[src/rtl/riscv_rf_wr_arbiter.sv]
// Round-robin arbiter sharing the register-file write port among NREQ
// writeback requesters, with a one-entry registered output stage.
//
// Ports:
//   i_rfarb_clk / i_rfarb_rst   clock, async active-high reset
//   i_rfarb_req_valid/addr/data packed per-requester write requests
//   o_rfarb_req_ready           one-hot (or zero) accept
//   i_rfarb_wr_stall            downstream cannot take a write
//   o_rfarb_wr_en/addr/data     register-file write port
//   o_rfarb_grant_id            owner of the held write
//   o_rfarb_busy                request pending or stage occupied
//
// Option macro RISCV_RF_ARB_X0_FILTER_EN: accepted x0 writes are
// dropped instead of being loaded into the output stage.

module riscv_rf_wr_arbiter #(
  parameter  int XLEN = 32,
  parameter  int NREQ = 4,
  parameter  int AW   = 5,
  localparam int IW   = (NREQ > 1) ? $clog2(NREQ) : 1
) (
  input  logic                 i_rfarb_clk,
  input  logic                 i_rfarb_rst,
  input  logic [NREQ-1:0]      i_rfarb_req_valid,
  output logic [NREQ-1:0]      o_rfarb_req_ready,
  input  logic [NREQ*AW-1:0]   i_rfarb_req_addr,
  input  logic [NREQ*XLEN-1:0] i_rfarb_req_data,
  input  logic                 i_rfarb_wr_stall,
  output logic                 o_rfarb_wr_en,
  output logic [AW-1:0]        o_rfarb_wr_addr,
  output logic [XLEN-1:0]      o_rfarb_wr_data,
  output logic [IW-1:0]        o_rfarb_grant_id,
  output logic                 o_rfarb_busy
);

  typedef enum logic {
    EMPTY = 1'b0,
    FULL  = 1'b1
  } state_t;

  state_t          state;
  state_t          state_nxt;
  logic [IW-1:0]   ptr;
  logic [IW-1:0]   ptr_nxt;
  logic [IW-1:0]   win;
  logic            found;
  logic            can_load;
  logic            xfer;
  logic            load;
  logic [AW-1:0]   sel_addr;
  logic [XLEN-1:0] sel_data;
  logic [AW-1:0]   addr_q;
  logic [XLEN-1:0] data_q;
  logic [IW-1:0]   id_q;
  int              idx;

  // First valid requester at or after the pointer, wrapping.
  always_comb begin
    found = 1'b0;
    win   = ptr;
    idx   = 0;
    for (int i = 0; i < NREQ; i++) begin
      idx = int'(ptr) + i;
      if (idx >= NREQ) idx = idx - NREQ;
      if (!found && i_rfarb_req_valid[idx]) begin
        found = 1'b1;
        win   = IW'(idx);
      end
    end
  end

  assign sel_addr = i_rfarb_req_addr[int'(win)*AW +: AW];
  assign sel_data = i_rfarb_req_data[int'(win)*XLEN +: XLEN];

  assign can_load = !i_rfarb_rst &&
                    ((state == EMPTY) || !i_rfarb_wr_stall);
  assign xfer     = can_load && found;

`ifdef RISCV_RF_ARB_X0_FILTER_EN
  // x0 writes use up the slot but never reach the register file.
  assign load = xfer && (sel_addr != '0);
`else
  assign load = xfer;
`endif

  assign ptr_nxt = (win == IW'(NREQ - 1)) ? '0 : win + 1'b1;

  always_comb begin
    o_rfarb_req_ready = '0;
    if (xfer) o_rfarb_req_ready = NREQ'(1) << win;
  end

  always_comb begin
    state_nxt = state;
    if (load)
      state_nxt = FULL;
    else if (state == FULL && !i_rfarb_wr_stall)
      state_nxt = EMPTY;
  end

  always_ff @(posedge i_rfarb_clk or posedge i_rfarb_rst) begin
    if (i_rfarb_rst) begin
      state  <= EMPTY;
      ptr    <= '0;
      addr_q <= '0;
      data_q <= '0;
      id_q   <= '0;
    end else begin
      state <= state_nxt;
      if (xfer) ptr <= ptr_nxt;
      if (load) begin
        addr_q <= sel_addr;
        data_q <= sel_data;
        id_q   <= win;
      end
    end
  end

  assign o_rfarb_wr_en    = (state == FULL);
  assign o_rfarb_wr_addr  = addr_q;
  assign o_rfarb_wr_data  = data_q;
  assign o_rfarb_grant_id = id_q;
  assign o_rfarb_busy     = (|i_rfarb_req_valid) | o_rfarb_wr_en;

endmodule

[config.mk]
export PLATFORM = sky130hd
export DESIGN_NAME = riscv_rf_wr_arbiter
export DESIGN_NICKNAME = d
export VERILOG_FILES = /design/src/rtl/riscv_rf_wr_arbiter.sv
export SDC_FILE = /design/constraint.sdc
export NUM_CORES = 1
export LEC_CHECK = 0
export ABC_AREA = 1
export BUFFER_PORTS_ARGS = -buffer_cell sky130_fd_sc_hd__buf_2
export CORE_MARGIN = 5
export CORE_UTILIZATION = 50
export DETAILED_ROUTE_END_ITERATION = 10
export MAX_ROUTING_LAYER = met4
export PLACE_DENSITY = 0.89
export RECOVER_POWER = 50
export SETUP_SLACK_MARGIN = 0.4
export SLEW_MARGIN = 40
export SYNTH_ARGS = -nofsm -noshare
export SYNTH_HDL_FRONTEND = slang
export SYNTH_SLANG_ARGS = --single-unit
[constraint.sdc]
create_clock -name i_rfarb_clk -period 3.7 [get_ports i_rfarb_clk]
set_input_delay 0.74 -clock i_rfarb_clk [delete_from_list [all_inputs] [get_ports i_rfarb_clk]]
set_output_delay 0.74 -clock i_rfarb_clk [all_outputs]
set_load 0.05 [all_outputs]
==> results.toml, run 1 <==
[grt]
grt_pass1_vias = 4256
gr-total-overflow = 0
grt_usage_pct = 26.4
grt_start_max_net_pins = 75
antenna_found_initial = 1
grt_first_pass_wirelength_um = 19100

[place]
place_inst = 898
gp_congestion = 0.880
dp_hpwl_um = 9230
numPortBuffers = 199

[cts]
cts_sinks = 42
clkTransAtPathRegs_ns = 0.08
cts_tree = "yes"
clk_latency_ns = 0.29
cts-root-buf = "clkbuf_8"
htree_levels = 2
cts_buffer_depth = 2
cts_made_buffers = 5

[synth]
synth-compound-area-share_pct = 0.334
synth-edff-count = 0
muxShareOfSynthArea_pct = 0
syn_inst = 638
synth_top_cell_area_share_pct = 35.3
postSynthAreaPerCell_um2 = 5.86
seq_area_frac_synth_pct = 28.1
ys_warn_count = 0
synth_top_family_by_area = "simple AND/OR/NAND/NOR gates"
synth.lib_cells_used.distinct = 22
syn_nets = 794
yosys-top-cells-area = "nand2_1 35%, dfrtp_1 28%, nand3_1 21%"
synth-simple-area-share_pct = 62.0
yosys-top-cells-count = "352 x nand2_1, 154 x nand3_1, 42 x dfrtp_1, 24 x buf_2, 11 x nand3_2"
synth_most_common_cell = "nand2_1"
synth_area_um2 = 3740
synth_ff_type = "dfrtp_1"
async_flop_share_pct = 100
synth_xor_area_share_pct = 0
synth_fa_ha_area_share_pct = 0.334
ys_seq_elements = 42
synth_area_leader_cell = "nand2_1"

[timing]
finalCriticalPeriod_ns = 3.14
fmax_mhz = 319
whs_ns = 0.479
worst_slew_pin_slew_ns = 2.23
finalCritPeriodShare_pct = 84.8
drv_slew = 43
final.setup.tns_ns = 0
setup_violations = 0
fin_skew_ns = 0.0121
finalHoldViolations = 0
slew_headroom_pct = -48.4
grt_setup_unrepaired = "no"

[final_layout]
area_delta_synth_final_pct = 28.4
stdcell_count = 909
multi_input_area_um2 = 2370
fin_nets = 966
fillers = 682
final_util_pct = 66.2
drive_gt1_share_pct = 28.4
seq_area_um2 = 1050

[min_path]
min_delay_path_depth = 2
worstHoldPathType = "reg2reg"

[detailed_routing]
wl_um = 12400
via_per_inst = 5.17
ant_nets = 0
num_vias = 4703
wl_per_cell_um = 13.7
drtIter0Drc = 214
drc = 0
first_pass_iters = 4

[status]
violations = "capacitance limit, slew limit"
status = "finished, violations left"

[worst_setup_path]
arrival_ns = 2.40
critPathKind = "reg2out"
worstRegToRegCells = 14
required_ns = 2.96
crit_fanout = 24
max_stage_delay_ns = 0.49
crit_family = "simple AND/OR/NAND/NOR gates"
startpoint_type = "register"
path_cells = "buf_4, nand2_1, nand2_2, nand2_1, nand2_2, nor2_4, nand3_1, nand2_1, nand2_1, nand2_1, buf_12, nand2_1, nor2_1, buf_6"
cp_num_cells = 14
worst_path_most_repeated_cell = "nand2_1"
cp-end-kind = "output pin"
crit_buf_inv = 3
cp_slowest_cell = "dfrtp_2"

[power_and_ir_drop]
power_density_nw_per_um2 = 1200
ir_drop_mv = 0.823
power.leakage_nw = 2.97

[floorplanning]
die_h_um = 96.5
initial_utilization_pct = 51.6
dieArea_um2 = 9310
ios = 200
rows = 31
fp.dieW_um = 96.5
core_area_um2 = 7250

[run]
drv_cap = 1
[area by class of cell]
type,count,share of cell area [%]
flip-flops and latches,42,21.9
multi-input cells,536,49.3
clock buffers,6,1.72
inverters,11,1.04
well taps,99,2.58
repair buffers,214,23.4
diodes,1,0.0521
[repair_timing]
item | in CTS | in global routing
endpoints found under the hold margin | 0 | 0
gates resized for setup | 5 | 10
buffers inserted | 0 | 4
hold buffers | 0 | 0
endpoints found under the setup margin | 4 | 4
gates cloned | 0 | 0
[path summary, 6_finish.rpt]
path	start	to	slack, ns
min in group asynchronous	i_rfarb_rst	o_rfarb_grant_id[1]$_DFFE_PP0P_	1.32
max in group asynchronous	i_rfarb_rst	ptr[0]$_DFFE_PP0P_	0.95
setup reg to reg	ptr[0]$_DFFE_PP0P_	o_rfarb_wr_data[7]$_DFFE_PP0P_	0.92
hold reg to reg	o_rfarb_wr_data[16]$_DFFE_PP0P_	o_rfarb_wr_data[16]$_DFFE_PP0P_	0.48
setup / recovery	ptr[0]$_DFFE_PP0P_	o_rfarb_req_ready[2]	0.56
hold / removal	o_rfarb_wr_data[16]$_DFFE_PP0P_	o_rfarb_wr_data[16]$_DFFE_PP0P_	0.48
[tightest hold or removal path: cells and delay by family, from the launching register on]
family	cells	cell delay, ns
DFF	1	0.35
and+or+nand+nor	2	0.10
[sequential cells by signal (all words and copies together) (netlist names)]
signal	count
o_rfarb_wr_data	32
o_rfarb_wr_addr	5
o_rfarb_grant_id	2
ptr	2
o_rfarb_wr_en	1
[placed cells by master, fill, tap and decap left out, types with 2 or more instances in the layout]
cell | netlist | routed
nand3_2 | 11 | 11
dfrtp_2 | 0 | 2
nand2_2 | 7 | 11
clkbuf_1 | 6 | 23
buf_12 | 0 | 3
inv_1 | 8 | 7
buf_2 | 24 | 175
nand2_1 | 352 | 348
nand4_4 | 1 | 2
nor2_1 | 3 | 3
buf_4 | 8 | 12
clkbuf_8 | 0 | 6
dfrtp_1 | 42 | 40
nand3_1 | 154 | 154
[layer usage]
metal / part of all wire [%] / up-vias / wire length (µm) / global-route usage (%)
li1: - / 2381 / - / -
met1: 39 / 2049 / 4780 / 30.7
met2: 49 / 246 / 6050 / 45.7
met3: 10 / 27 / 1290 / 5.42
met4: 2.3 / 0 / 288 / 8.64
met5: 0 / - / 0 / -
[metrics by stage]
stage / worst slack, ns / cell area (µm²) / power, mW
detailed placement: 0.467 / 4680 / 5.43
floorplan: 0.462 / 3750 / 4.65
CTS: 0.422 / 4780 / 5.76
global placement: 0.562 / 4680 / 5.32
finish: 0.564 / 4800 / 5.79
global route: 0.387 / 4800 / 6.40
[report_power, final]
part           leakage, nW  switching [mW]  internal, mW
registers            0.522           0.149         0.690
logic                 2.41            3.30          1.36
clock network       0.0431           0.147         0.144
total                 2.97            3.59          2.19
[logic make-up (layout without fill, tap and decap cells)]
family / count (synthesis) / in the layout
DFF: 42 / 42
AOI/OAI and AO/OA: 2 / 2
adders and majority gates: 1 / 1
other: 0 / 1
and+or+nand+nor: 533 / 533
buffers and inverters: 60 / 231
(Power assumes the default switching activity.)
==> inputs of run 2 (changes only) <==
--- a/config.mk
+++ b/config.mk
@@ -8,10 +8,10 @@
 export ABC_AREA = 1
 export BUFFER_PORTS_ARGS = -buffer_cell sky130_fd_sc_hd__buf_2
 export CORE_MARGIN = 5
-export CORE_UTILIZATION = 50
+export CORE_UTILIZATION = 42
 export DETAILED_ROUTE_END_ITERATION = 10
 export MAX_ROUTING_LAYER = met4
-export PLACE_DENSITY = 0.89
+export PLACE_DENSITY = 0.8
 export RECOVER_POWER = 50
 export SETUP_SLACK_MARGIN = 0.4
 export SLEW_MARGIN = 40
==> constraint.sdc (replaced) <==
create_clock -name i_rfarb_clk -period 2.8 [get_ports i_rfarb_clk]
set_input_delay 0.56 -clock i_rfarb_clk [delete_from_list [all_inputs] [get_ports i_rfarb_clk]]
set_output_delay 0.56 -clock i_rfarb_clk [all_outputs]
set_load 0.05 [all_outputs]
==> results.toml, run 2 (synthesis gave the netlist of run 1 again) <==
[power_and_ir_drop]
power.total_mw = 8.92
power.switching_mw = 5.23
power.leakage_nw = 3.18
power_density_nw_per_um2 = 1680
pwr-share-comb_pct = 82.4
internal_power_mw = 3.69
clkPwrFrac_pct = 5.4
switching_share_pct = 58.7
ir_drop_mv = 1.09
seq_power_share_pct = 12.2

[worst_setup_path]
arrival_ns = 2.16
crit_fanout = 5
reg2reg_from = "ptr[0]$_DFFE_PP0P_"
r2r_slack_ns = 0.18
critPathKind = "reg2out"
worstRegToRegCells = 20
rr_endpoint = "o_rfarb_wr_data[12]$_DFFE_PP0P_"
startpoint_type = "register"
cp-end-kind = "output pin"
required_ns = 2.24

[place]
dp_hpwl_um = 9140
dpl_cell_area_um2 = 4870
numPortBuffers = 199
place_ws_ns = 0.163
gp_congestion = 0.842
place_inst = 918

[min_path]
min-delay-start = "o_rfarb_wr_data[31]$_DFFE_PP0P_"
worstHoldPathType = "reg2reg"
min_delay_path_depth = 2
holdPathEnd = "o_rfarb_wr_data[31]$_DFFE_PP0P_"

[detailed_routing]
num_vias = 4790
ant_nets = 0
top_layer = "met4"
via_per_inst = 5.05
drc = 0
wl_met1_um = 5390
wl_um = 13200
wl_per_cell_um = 13.9
drtIter0Drc = 213
first_pass_iters = 5
met2_length_um = 6640
wl_met3_um = 910

[timing]
fin_skew_ns = 0.00544
grt_setup_unrepaired = "yes"
drv_slew = 0
finalCritPeriodShare_pct = 97.1
finalHoldViolations = 0
worst_slew_pin_slew_ns = 1.09
final.setup.tns_ns = 0
fmax_mhz = 368
finalCriticalPeriod_ns = 2.72
worst_slack_ns = 0.0817
setup_violations = 0
slew_headroom_pct = 27.6

[grt]
grt_pass1_vias = 4296
grt_first_pass_wirelength_um = 20800
grt_start_max_net_pins = 75
gr-total-overflow = 0
antenna_found_initial = 0
grt_usage_pct = 23.1

[floorplanning]
ios = 200
die_h_um = 104
fp.dieW_um = 104
dieArea_um2 = 10900
initial_utilization_pct = 42.9
rows = 34
core_area_um2 = 8720

[run]
drv_cap = 0

[final_layout]
drive_gt1_share_pct = 34.4
fin_nets = 996
final_common_cell = "nand2_1"
fin_area_um2 = 5310
largest_register_ffs = 32
diodes = 0
area_delta_synth_final_pct = 41.8
final_cell_mix = "330 x nand2_1, 171 x buf_2, 149 x nand3_1"
stdcell_count = 949

[cts]
clkTransAtPathRegs_ns = 0.08
cts-hold-fix-buffers = 0
cts_tree = "yes"
cts_buffer_depth = 2
clk_latency_ns = 0.30
cts-root-buf = "clkbuf_8"
cts_made_buffers = 5
htree_levels = 2
cts_sinks = 42

[status]
status = "finished, final reports clean"
[run 2: timing repair]
action	4_1_cts	5_1_grt
pin swaps	16	12
gates cloned	1	0
buffers inserted	17	5
setup endpoints to repair	5	42
gates resized for setup	30	25
[run 2: metal layers]
metal	vias to the layer above	track usage, %
met5	-	-
met4	0	5.74
met3	21	3.97
met2	187	39.7
met1	2136	28.1
li1	2446	-
[run 2: worst max-delay path, stage by stage, from the launching register on]
cell and delay [ns]:
dfrtp_2 0.48, clkinvlp_4 0.18, nand2_2 0.09, nand2_2 0.05, nand2_2 0.08, nand2_4 0.08, nor2_4 0.15, buf_6 0.12
nand4_4 0.11, nand2_8 0.11, ha_4 0.12, inv_2 0.03, nor2_4 0.08, buf_8 0.15
[run 2: metrics by stage]
stage          hold slack, ns  utilization, %
2_1_floorplan           0.567               -
3_3_place_gp            0.457            55.9
3_5_place_dp            0.461            55.9
4_1_cts                 0.483            59.8
5_1_grt                 0.509            60.8
6_report                0.483            60.8
[run 2: cell type report]
type | instances | area, µm²
fill | 893 | 3420
clock inverter | 2 | 37.5
clock buffer | 6 | 72.6
multi-input combinational | 536 | 2530
timing repair inverter | 1 | 7.51
tap | 108 | 135
inverter | 11 | 52.6
timing repair buffer | 243 | 1420
sequential | 42 | 1050
[run 2: power by group through the flow]
stage	registers, mW	clock network, mW	logic, mW
after floorplan	1.99	0	4.37
after global placement	1.06	0	6.58
after detailed placement	1.06	0	6.59
after CTS	1.08	0.495	7.07
after global routing	1.12	0.521	8.10
final	1.09	0.483	7.35
[run 2: worst max-delay path by stage]
stage | start | to | cells past startpoint
2_1_floorplan | ptr[0]$_DFFE_PP0P_ | o_rfarb_req_ready[0] | 14
3_3_place_gp | ptr[0]$_DFFE_PP0P_ | o_rfarb_req_ready[3] | 15
3_5_place_dp | ptr[0]$_DFFE_PP0P_ | o_rfarb_req_ready[3] | 15
4_1_cts | ptr[0]$_DFFE_PP0P_ | o_rfarb_req_ready[3] | 14
5_1_grt | ptr[0]$_DFFE_PP0P_ | o_rfarb_req_ready[3] | 13
6_report | ptr[0]$_DFFE_PP0P_ | o_rfarb_req_ready[3] | 13
==> inputs of run 3 (changes only) <==
--- a/config.mk
+++ b/config.mk
@@ -7,6 +7,7 @@
 export LEC_CHECK = 0
 export ABC_AREA = 1
 export BUFFER_PORTS_ARGS = -buffer_cell sky130_fd_sc_hd__buf_2
+export CORE_ASPECT_RATIO = 0.9
 export CORE_MARGIN = 5
 export CORE_UTILIZATION = 42
 export DETAILED_ROUTE_END_ITERATION = 10
==> results.toml, run 3 (synthesis gave the netlist of run 1 again) <==
[status]
status = "finished, final reports clean"

[final_layout]
multi_input_area_um2 = 2560
stdcell_count = 954
largest_register_ffs = 32
final_cell_mix = "331 x nand2_1, 172 x buf_2, 148 x nand3_1"
seq_area_um2 = 1050
drive_gt1_share_pct = 34.0
fin_nets = 990
fillers = 861
final_common_cell = "nand2_1"
diodes = 0
area_delta_synth_final_pct = 40.9

[timing]
fmax_mhz = 367
final.setup.tns_ns = 0
finalCritPeriodShare_pct = 97.3
fin_skew_ns = 0.00936
finalHoldViolations = 0
whs_ns = 0.479
finalCriticalPeriod_ns = 2.73
worst_slack_ns = 0.0745
worst_slew_pin_slew_ns = 1.03
drv_slew = 0
slew_headroom_pct = 31.1
grt_setup_unrepaired = "yes"
setup_violations = 0

[power_and_ir_drop]
power.leakage_nw = 3.16
power_density_nw_per_um2 = 1650
ir_drop_mv = 0.988
power.total_mw = 8.67

[detailed_routing]
ant_nets = 0
wl_per_cell_um = 13.8
via_per_inst = 4.99
drtIter0Drc = 286
drc = 0
num_vias = 4761
wl_um = 13200
first_pass_iters = 4

[cts]
cts-root-buf = "clkbuf_8"
htree_levels = 2
cts_buffer_depth = 2
cts_sinks = 42
cts_tree = "yes"
clk_latency_ns = 0.29
clkTransAtPathRegs_ns = 0.08
cts_made_buffers = 5

[place]
dp_hpwl_um = 9390
numPortBuffers = 199
place_ws_ns = 0.112
place_inst = 926
gp_congestion = 0.904

[worst_setup_path]
path_cells = "buf_6, nand2_4, nand2_4, nand2_4, nand2_4, nor2_4, nand3_2, nand2_2, nand2_2, nand2_4, ha_4, inv_2, nor2_4, buf_8"
startpoint_type = "register"
rr_endpoint = "o_rfarb_wr_data[25]$_DFFE_PP0P_"
crit_family = "simple AND/OR/NAND/NOR gates"
cp_num_cells = 14
crit_buf_inv = 3
max_stage_delay_ns = 0.47
setup.worst_path.start = "ptr[0]$_DFFE_PP0P_"
arrival_ns = 2.17
required_ns = 2.24
endpoint = "o_rfarb_req_ready[3]"
worstRegToRegCells = 14
r2r_slack_ns = 0.56
worst_path_most_repeated_cell = "nand2_4"
crit_fanout = 6
cp-end-kind = "output pin"
critPathKind = "reg2out"
reg2reg_from = "ptr[0]$_DFFE_PP0P_"
cp_slowest_cell = "dfrtp_2"

[grt]
antenna_found_initial = 0
gr-total-overflow = 0
grt_start_max_net_pins = 75
grt_first_pass_wirelength_um = 20000
grt_pass1_vias = 4306
grt_usage_pct = 23.0

[run]
drv_cap = 0

[floorplanning]
ios = 200
die_h_um = 99.5
core_area_um2 = 8650
rows = 32
initial_utilization_pct = 43.3
dieArea_um2 = 10900
fp.dieW_um = 109

[min_path]
worstHoldPathType = "reg2reg"
==> run 3: changes by cell type in the layout (fill, tap and decap cells not counted), sizes merged <==
cell / previous run / this run
clkbuf: 30 / 29
buf: 219 / 214
==> run 3: how the worst min path moves through the flow <==
stage | startpoint | to | slack (ns) | cells after the start
after floorplan | i_rfarb_rst | o_rfarb_grant_id[0]$_DFFE_PP0P_ | 0.57 | 1
after global placement | o_rfarb_wr_data[15]$_DFFE_PP0P_ | o_rfarb_wr_data[15]$_DFFE_PP0P_ | 0.46 | 2
after detailed placement | o_rfarb_wr_data[15]$_DFFE_PP0P_ | o_rfarb_wr_data[15]$_DFFE_PP0P_ | 0.46 | 2
after CTS | i_rfarb_rst | o_rfarb_wr_data[29]$_DFFE_PP0P_ | 0.48 | 3
after global routing | o_rfarb_wr_data[17]$_DFFE_PP0P_ | o_rfarb_wr_data[17]$_DFFE_PP0P_ | 0.49 | 2
final | o_rfarb_wr_data[13]$_DFFE_PP0P_ | o_rfarb_wr_data[13]$_DFFE_PP0P_ | 0.48 | 2
==> run 3: area by class of cell <==
cell class,count,area share (%)
clock buffers,6,1.38
clock inverters,2,0.712
inverters,11,0.902
multi-input cells,536,48.6
flip-flops and latches,42,20.0
well taps,119,2.83
repair buffers,237,25.5
repair inverters,1,0.142
==> run 3: worst min-delay path, stage by stage (launching register included) <==
cell and delay [ns]:
dfrtp_1 0.34, nand2_1 0.05, nand2_1 0.06
==> run 3: power by group <==
group | switching [mW] | internal, mW
clock network | 0.204 | 0.266
registers | 0.174 | 0.911
logic | 4.82 | 2.30
==> run 3: stage by stage <==
step | util (%) | area [µm²]
2_1_floorplan | - | 3840
3_3_place_gp | 56.1 | 4850
3_5_place_dp | 56.1 | 4850
4_1_cts | 59.5 | 5140
5_1_grt | 60.9 | 5270
6_report | 60.9 | 5270
==> run 3: timing repair <==
item	4_1_cts	5_1_grt
setup buffers	11	7
gates cloned	1	1
gates resized for setup	26	27
endpoints found under the setup margin	5	15
pin swaps	9	17
hold buffers	0	0
==> run 3: layer usage <==
layer	global-route usage [%]	routed length, µm
met5	-	0
met4	3.45	172
met3	4.67	1180
met2	40.1	6260
met1	27.9	5560
